File: src/rtl/synth_pkg.sv
// Shared types and constants for the polyphonic voice scheduler.
package synth_pkg;

  localparam int unsigned PHASE_W = 32;
  localparam int unsigned ADDR_W  = 12;
  localparam int unsigned FRAC_W  = 20;
  localparam int unsigned NOTE_W  = 7;
  // Wide enough for the largest supported voice count (16).
  localparam int unsigned RANK_W  = 4;

  typedef enum logic [1:0] {
    StIdle,
    StEvent,
    StSweep
  } sched_state_e;

  typedef struct packed {
    logic               active;
    logic [NOTE_W-1:0]  note;
    logic [PHASE_W-1:0] inc;
    logic [PHASE_W-1:0] phase;
    logic [RANK_W-1:0]  rank;
  } voice_t;

  // Reset value of one voice: silent, zeroed, and aged by its index.
  function automatic voice_t voice_reset(int unsigned idx);
    voice_t v;
    v      = '0;
    v.rank = RANK_W'(idx);
    return v;
  endfunction

endpackage

File: src/rtl/voice_alloc.sv
// Combinational voice allocator: picks the retrigger, free or steal target for an event.
module voice_alloc
  import synth_pkg::*;
#(
  parameter int unsigned NUM_VOICES = 8,
  parameter int unsigned VOICE_W    = $clog2(NUM_VOICES)
) (
  input  voice_t [NUM_VOICES-1:0] voices_i,
  input  logic                    note_on_i,
  input  logic [NOTE_W-1:0]       note_i,
  output logic [VOICE_W-1:0]      idx_o,
  output logic                    hit_o
);

  logic               match_found;
  logic               free_found;
  logic [VOICE_W-1:0] match_idx;
  logic [VOICE_W-1:0] free_idx;
  logic [VOICE_W-1:0] steal_idx;
  logic               unused_fields;

  // Scan downwards so the lowest matching / free index wins.
  always_comb begin
    match_found = 1'b0;
    free_found  = 1'b0;
    match_idx   = '0;
    free_idx    = '0;
    steal_idx   = '0;
    for (int i = NUM_VOICES - 1; i >= 0; i--) begin
      if (voices_i[i].active && (voices_i[i].note == note_i)) begin
        match_found = 1'b1;
        match_idx   = VOICE_W'(i);
      end
      if (!voices_i[i].active) begin
        free_found = 1'b1;
        free_idx   = VOICE_W'(i);
      end
      if (voices_i[i].rank == RANK_W'(NUM_VOICES - 1)) begin
        steal_idx = VOICE_W'(i);
      end
    end
  end

  always_comb begin
    if (match_found) begin
      idx_o = match_idx;
    end else if (note_on_i && free_found) begin
      idx_o = free_idx;
    end else if (note_on_i) begin
      idx_o = steal_idx;
    end else begin
      idx_o = match_idx;
    end
    // A note-on always lands somewhere; a note-off only acts on a match.
    hit_o = match_found | note_on_i;
  end

  always_comb begin
    unused_fields = 1'b0;
    for (int i = 0; i < NUM_VOICES; i++) begin
      unused_fields = unused_fields ^ (^{voices_i[i].inc, voices_i[i].phase});
    end
  end

endmodule

File: src/rtl/voice_scheduler.sv
// Time-multiplexed phase-accumulator scheduler: allocates note events to voices and
// sweeps all voices once per sample tick.
module voice_scheduler
  import synth_pkg::*;
#(
  parameter int unsigned NUM_VOICES = 8,
  parameter int unsigned VOICE_W    = $clog2(NUM_VOICES)
) (
  input  logic               Clk,
  input  logic               Reset_n,
  input  logic               sampleTick,
  input  logic               evtValid,
  output logic               evtReady,
  input  logic               evtNoteOn,
  input  logic [6:0]         evtNote,
  input  logic [31:0]        evtPhaseInc,
  output logic               outValid,
  output logic [VOICE_W-1:0] outVoice,
  output logic               outGate,
  output logic [11:0]        wavetableAddr,
  output logic [19:0]        interp,
  output logic               frameDone,
  output logic               overrun
);

  sched_state_e              state_q, state_d;
  voice_t [NUM_VOICES-1:0]   voices_q, voices_d;
  logic [VOICE_W-1:0]        cnt_q, cnt_d;
  logic                      pending_q, pending_d;
  logic                      overrun_q, overrun_d;
  logic                      evt_on_q, evt_on_d;
  logic [NOTE_W-1:0]         evt_note_q, evt_note_d;
  logic [PHASE_W-1:0]        evt_inc_q, evt_inc_d;
  logic                      out_valid_q, out_valid_d;
  logic [VOICE_W-1:0]        out_voice_q, out_voice_d;
  logic                      out_gate_q, out_gate_d;
  logic [ADDR_W-1:0]         out_addr_q, out_addr_d;
  logic [FRAC_W-1:0]         out_interp_q, out_interp_d;
  logic                      frame_done_q, frame_done_d;

  logic [VOICE_W-1:0]        alloc_idx;
  logic                      alloc_hit;
  logic [RANK_W-1:0]         old_rank;

  voice_alloc #(
    .NUM_VOICES (NUM_VOICES),
    .VOICE_W    (VOICE_W)
  ) u_voice_alloc (
    .voices_i  (voices_q),
    .note_on_i (evt_on_q),
    .note_i    (evt_note_q),
    .idx_o     (alloc_idx),
    .hit_o     (alloc_hit)
  );

  assign evtReady = (state_q == StIdle) && !pending_q && !sampleTick;

  always_comb begin
    state_d      = state_q;
    voices_d     = voices_q;
    cnt_d        = cnt_q;
    pending_d    = pending_q;
    overrun_d    = overrun_q;
    evt_on_d     = evt_on_q;
    evt_note_d   = evt_note_q;
    evt_inc_d    = evt_inc_q;
    out_valid_d  = 1'b0;
    out_voice_d  = out_voice_q;
    out_gate_d   = 1'b0;
    out_addr_d   = out_addr_q;
    out_interp_d = out_interp_q;
    frame_done_d = 1'b0;
    old_rank     = voices_q[alloc_idx].rank;

    unique case (state_q)
      StIdle: begin
        if (pending_q || sampleTick) begin
          // A fresh tick on top of an unserved one is a lost tick.
          if (pending_q && sampleTick) overrun_d = 1'b1;
          pending_d = 1'b0;
          cnt_d     = '0;
          state_d   = StSweep;
        end else if (evtValid && evtReady) begin
          evt_on_d   = evtNoteOn;
          evt_note_d = evtNote;
          evt_inc_d  = evtPhaseInc;
          state_d    = StEvent;
        end
      end

      StEvent: begin
        if (alloc_hit) begin
          if (evt_on_q) begin
            for (int unsigned v = 0; v < NUM_VOICES; v++) begin
              if (voices_q[v].rank < old_rank) voices_d[v].rank = voices_q[v].rank + 1'b1;
            end
            voices_d[alloc_idx].active = 1'b1;
            voices_d[alloc_idx].note   = evt_note_q;
            voices_d[alloc_idx].inc    = evt_inc_q;
            voices_d[alloc_idx].phase  = '0;
            voices_d[alloc_idx].rank   = '0;
          end else begin
            voices_d[alloc_idx].active = 1'b0;
          end
        end
        state_d = StIdle;
      end

      StSweep: begin
        out_valid_d  = 1'b1;
        out_voice_d  = cnt_q;
        out_gate_d   = voices_q[cnt_q].active;
        out_addr_d   = voices_q[cnt_q].phase[PHASE_W-1 -: ADDR_W];
        out_interp_d = voices_q[cnt_q].phase[FRAC_W-1:0];
        if (voices_q[cnt_q].active) begin
          voices_d[cnt_q].phase = voices_q[cnt_q].phase + voices_q[cnt_q].inc;
        end
        if (cnt_q == VOICE_W'(NUM_VOICES - 1)) begin
          frame_done_d = 1'b1;
          state_d      = StIdle;
        end else begin
          cnt_d = cnt_q + 1'b1;
        end
      end

      default: state_d = StIdle;
    endcase

    if (sampleTick && (state_q != StIdle)) begin
      if (pending_q) overrun_d = 1'b1;
      else           pending_d = 1'b1;
    end
  end

  always_ff @(posedge Clk or negedge Reset_n) begin
    if (!Reset_n) begin
      state_q      <= StIdle;
      for (int unsigned v = 0; v < NUM_VOICES; v++) begin
        voices_q[v] <= voice_reset(v);
      end
      cnt_q        <= '0;
      pending_q    <= 1'b0;
      overrun_q    <= 1'b0;
      evt_on_q     <= 1'b0;
      evt_note_q   <= '0;
      evt_inc_q    <= '0;
      out_valid_q  <= 1'b0;
      out_voice_q  <= '0;
      out_gate_q   <= 1'b0;
      out_addr_q   <= '0;
      out_interp_q <= '0;
      frame_done_q <= 1'b0;
    end else begin
      state_q      <= state_d;
      voices_q     <= voices_d;
      cnt_q        <= cnt_d;
      pending_q    <= pending_d;
      overrun_q    <= overrun_d;
      evt_on_q     <= evt_on_d;
      evt_note_q   <= evt_note_d;
      evt_inc_q    <= evt_inc_d;
      out_valid_q  <= out_valid_d;
      out_voice_q  <= out_voice_d;
      out_gate_q   <= out_gate_d;
      out_addr_q   <= out_addr_d;
      out_interp_q <= out_interp_d;
      frame_done_q <= frame_done_d;
    end
  end

  assign outValid      = out_valid_q;
  assign outVoice      = out_voice_q;
  assign outGate       = out_gate_q;
  assign wavetableAddr = out_addr_q;
  assign interp        = out_interp_q;
  assign frameDone     = frame_done_q;
  assign overrun       = overrun_q;

endmodule

File: config.mk
export PLATFORM = sky130hd
export DESIGN_NAME = voice_scheduler
export DESIGN_NICKNAME = d
export VERILOG_FILES = /design/src/rtl/synth_pkg.sv /design/src/rtl/voice_alloc.sv /design/src/rtl/voice_scheduler.sv
export SDC_FILE = /design/constraint.sdc
export NUM_CORES = 1
export LEC_CHECK = 0
export BUFFER_PORTS_ARGS = -buffer_cell sky130_fd_sc_hd__buf_2
export CAP_MARGIN = 0
export CORE_MARGIN = 10
export CORE_UTILIZATION = 40
export CTS_BUF_LIST = sky130_fd_sc_hd__clkbuf_4
export CTS_CLUSTER_DIAMETER = 150
export DETAILED_ROUTE_END_ITERATION = 8
export SYNTH_ARGS = -nofsm -noshare
export SYNTH_HDL_FRONTEND = slang
export SYNTH_SLANG_ARGS = --single-unit
File: constraint.sdc
create_clock -name Clk -period 7.4 [get_ports Clk]
set_input_delay 0.74 -clock Clk [delete_from_list [all_inputs] [get_ports Clk]]
set_output_delay 0.74 -clock Clk [all_outputs]
set_load 0.005 [all_outputs]
==> flow_summary.yaml <==
cts:
  insertion_delay_ps: 1070
  clock_path_buffers: 3
  cts_resized: 0
  tritoncts: "built"
  clock-sinks: 693
  cts_buffers: 185
  cts.reportedPaths.clkPinSlew_ps: 60
  root_buffer: "clkbuf_4"
  htreeDepth: 4
timing:
  finalSetupViolations: 0
  slew_violations: 0
  worstMarginPinSlew_ps: 1180
  period_needed_ps: 5840
  tns_ps: 0
  rsz0062_at_grt: "false"
  fin_skew_ps: 99.4
  post-route-period-util_pct: 78.9
  slew_headroom_pct: 21.6
  fmax_mhz: 171
  hold_viol_final: 0
floorplanning:
  io_pins: 84
  rows: 107
  die_height_um: 312
  core_um2: 84900
  dieArea_um2: 97400
  die_w_um: 312
  start_util_pct: 40.2
synthesis:
  ys_ff_latch: 693
  syn-instance-count: 3379
  async_flop_share_pct: 100
  seq_area_frac_synth_pct: 50.9
  synth_edf_count: 0
  ys_warn_count: 0
  synth_flop_cell: "dfrtp_1"
  synth.avg_cell_area_um2: 10.1
  syn_nets: 3489
  syn-cell-area_um2: 34100
  synth_cell_types: 78
setup_path:
  cp.required_ps: 8290
  start_kind: "register"
  rrSetupSlack_ps: 1560
  timing.rr.start: "cnt_q[0]"
  crit_type: "reg -> reg"
  cp.arrival_ps: 6730
  rr_endpoint: "voices_q[566]"
  crit_path_end_kind: "register"
  cp_max_fo: 46
  rr_worst_depth: 18
placed_design:
  gp_congestion: 0.857
  dp.final_hpwl_um: 59200
  dpl_cell_area_um2: 35400
  io_buffers: 83
global_route:
  gr-total-overflow: 0
  track_usage_pct: 20.2
  grt_start_max_net_pins: 168
  antenna_found_initial: 5
  grt_pass1_wl_um: 157000
  grt_pass1_vias: 26636
min_path:
  hold_start: "evtValid"
  whs_path_depth: 4
  hold_path_end: "state_q[0]"
  hp-class: "in -> reg"
run:
  maxCapViolCount: 0
finish:
  final_area_um2: 38200
  post-route-util_pct: 45.0
  fin_nets: 3597
  areaGrowthSynthToFinish_pct: 12.0
  drive_gt1_share_pct: 21.7
  layout_commonest_cell: "dfrtp_1"
  layout_common_cells: "dfrtp_1 (678), nand2_1 (606), o21ai_0 (344)"
power_and_ir_drop:
  max-vdd-ir-drop_mv: 0.220
  powerDensity_nw_per_um2: 260
  leakage_nw: 18.6
  total_power_w: 0.00994
route:
  ant_nets: 0
  drc: 0
  routedWlPerCell_um: 20.8
  first_pass_iters: 5
  drt_iter0_markers: 2136
  via_per_inst: 5.51
  via_count: 26256
  wirelength_um: 99300
run_status:
  status: "completed"
[stage by stage]
step | std cells | hold slack, ps | setup slack (ps)
floorplan | 3379 | 440 | 2130
global placement | 4401 | 442 | 1630
detailed placement | 4401 | 446 | 1610
CTS | 4765 | 205 | 1580
global route | 4768 | 275 | 1240
finish | 4768 | 287 | 1560
[how the worst max path moves through the flow]
stage / from / endpoint / slack [ps] / cells after the start
after CTS: cnt_q[0] / voices_q[414] / 1580 / 18
final: cnt_q[0] / voices_q[566] / 1560 / 18
after detailed placement: cnt_q[0] / voices_q[110] / 1610 / 18
after global placement: cnt_q[0] / voices_q[34] / 1630 / 18
after floorplan: cnt_q[0] / voices_q[110] / 2130 / 21
after global routing: cnt_q[0] / voices_q[414] / 1240 / 18
[state kept, by name, summed over array words and instances (netlist names)]
| signal | cells |
|---|---|
| cnt_q | 3 |
| evt_inc_q | 32 |
| evt_note_q | 7 |
| evt_on_q | 1 |
| frameDone | 1 |
| interp | 20 |
| outGate | 1 |
| outValid | 1 |
| outVoice | 3 |
| overrun | 1 |
| pending_q | 1 |
| state_q | 2 |
| voices_q | 608 |
| wavetableAddr | 12 |
[final cells by class]
| class | count | area, µm² |
|---|---|---|
| flip-flops and latches | 693 | 17400 |
| repair buffers | 179 | 1330 |
| fillers | 8315 | 46700 |
| clock inverters | 45 | 270 |
| multi-input cells | 2394 | 15600 |
| well taps | 1144 | 1430 |
| inverters | 34 | 130 |
| diodes | 3 | 7.51 |
| clock buffers | 276 | 2070 |
[kinds of logic (layout without fill, tap and decap cells)]
kind of cell    Yosys count  in the layout  share of synthesized area [%]
xor+xnor                 87             87                           2.23
fa+ha+maj                66             66                           2.44
buf+inv                 292            534                           3.76
mux                     436            436                           14.0
other cells               0              3                              0
flops                   693            693                           50.9
simple gates           1134           1134                           14.8
compound gates          671            671                           12.0
[critical path: stages (launching register included)]
cell	delay, ps
dfrtp_4	960
buf_4	620
mux2i_1	250
nor2_1	50
a21oi_1	170
o221ai_1	150
ha_1	300
fa_1	450
a21oi_1	160
o21bai_1	110
a21oi_1	200
o21ai_0	200
a211oi_1	390
or3_1	240
nand4_1	170
a31o_2	300
a311oi_1	310
xor2_1	490
o21ai_0	170
[report_power, final]
| part | total (W) | internal, W | switching (W) | leakage [nW] |
|---|---|---|---|---|
| registers | 0.00445 | 0.00398 | 0.000475 | 9.53 |
| logic | 0.00207 | 0.000664 | 0.00141 | 7.67 |
| clock network | 0.00342 | 0.00177 | 0.00164 | 1.41 |
[cells in the mapped netlist (35+ instances only)]
library cell / count / area (µm²)
a21oi_1: 109 / 546
clkbuf_1: 175 / 657
dfrtp_1: 681 / 17000
ha_1: 65 / 813
mux2_2: 283 / 3190
mux2i_1: 149 / 1490
nand2_1: 617 / 2320
nand3_1: 265 / 1330
nor2_1: 123 / 462
o21ai_0: 344 / 1720
o221ai_1: 35 / 307
xnor2_1: 53 / 464
[layer usage]
| metal | vias up | track usage [%] | wire length [µm] |
|---|---|---|---|
| met4 | 2 | 7.24 | 2520 |
| met1 | 13018 | 27.2 | 45300 |
| met2 | 796 | 32.3 | 45900 |
| li1 | 12249 | - | - |
| met3 | 191 | 3.83 | 5590 |
| met5 | - | 0 | 13 |
[what timing repair did]
item / CTS / global route
setup buffers: 0 / 0
hold buffers: 43 / 0
hold endpoints to repair: 127 / 0
(Power assumes the default switching activity.)
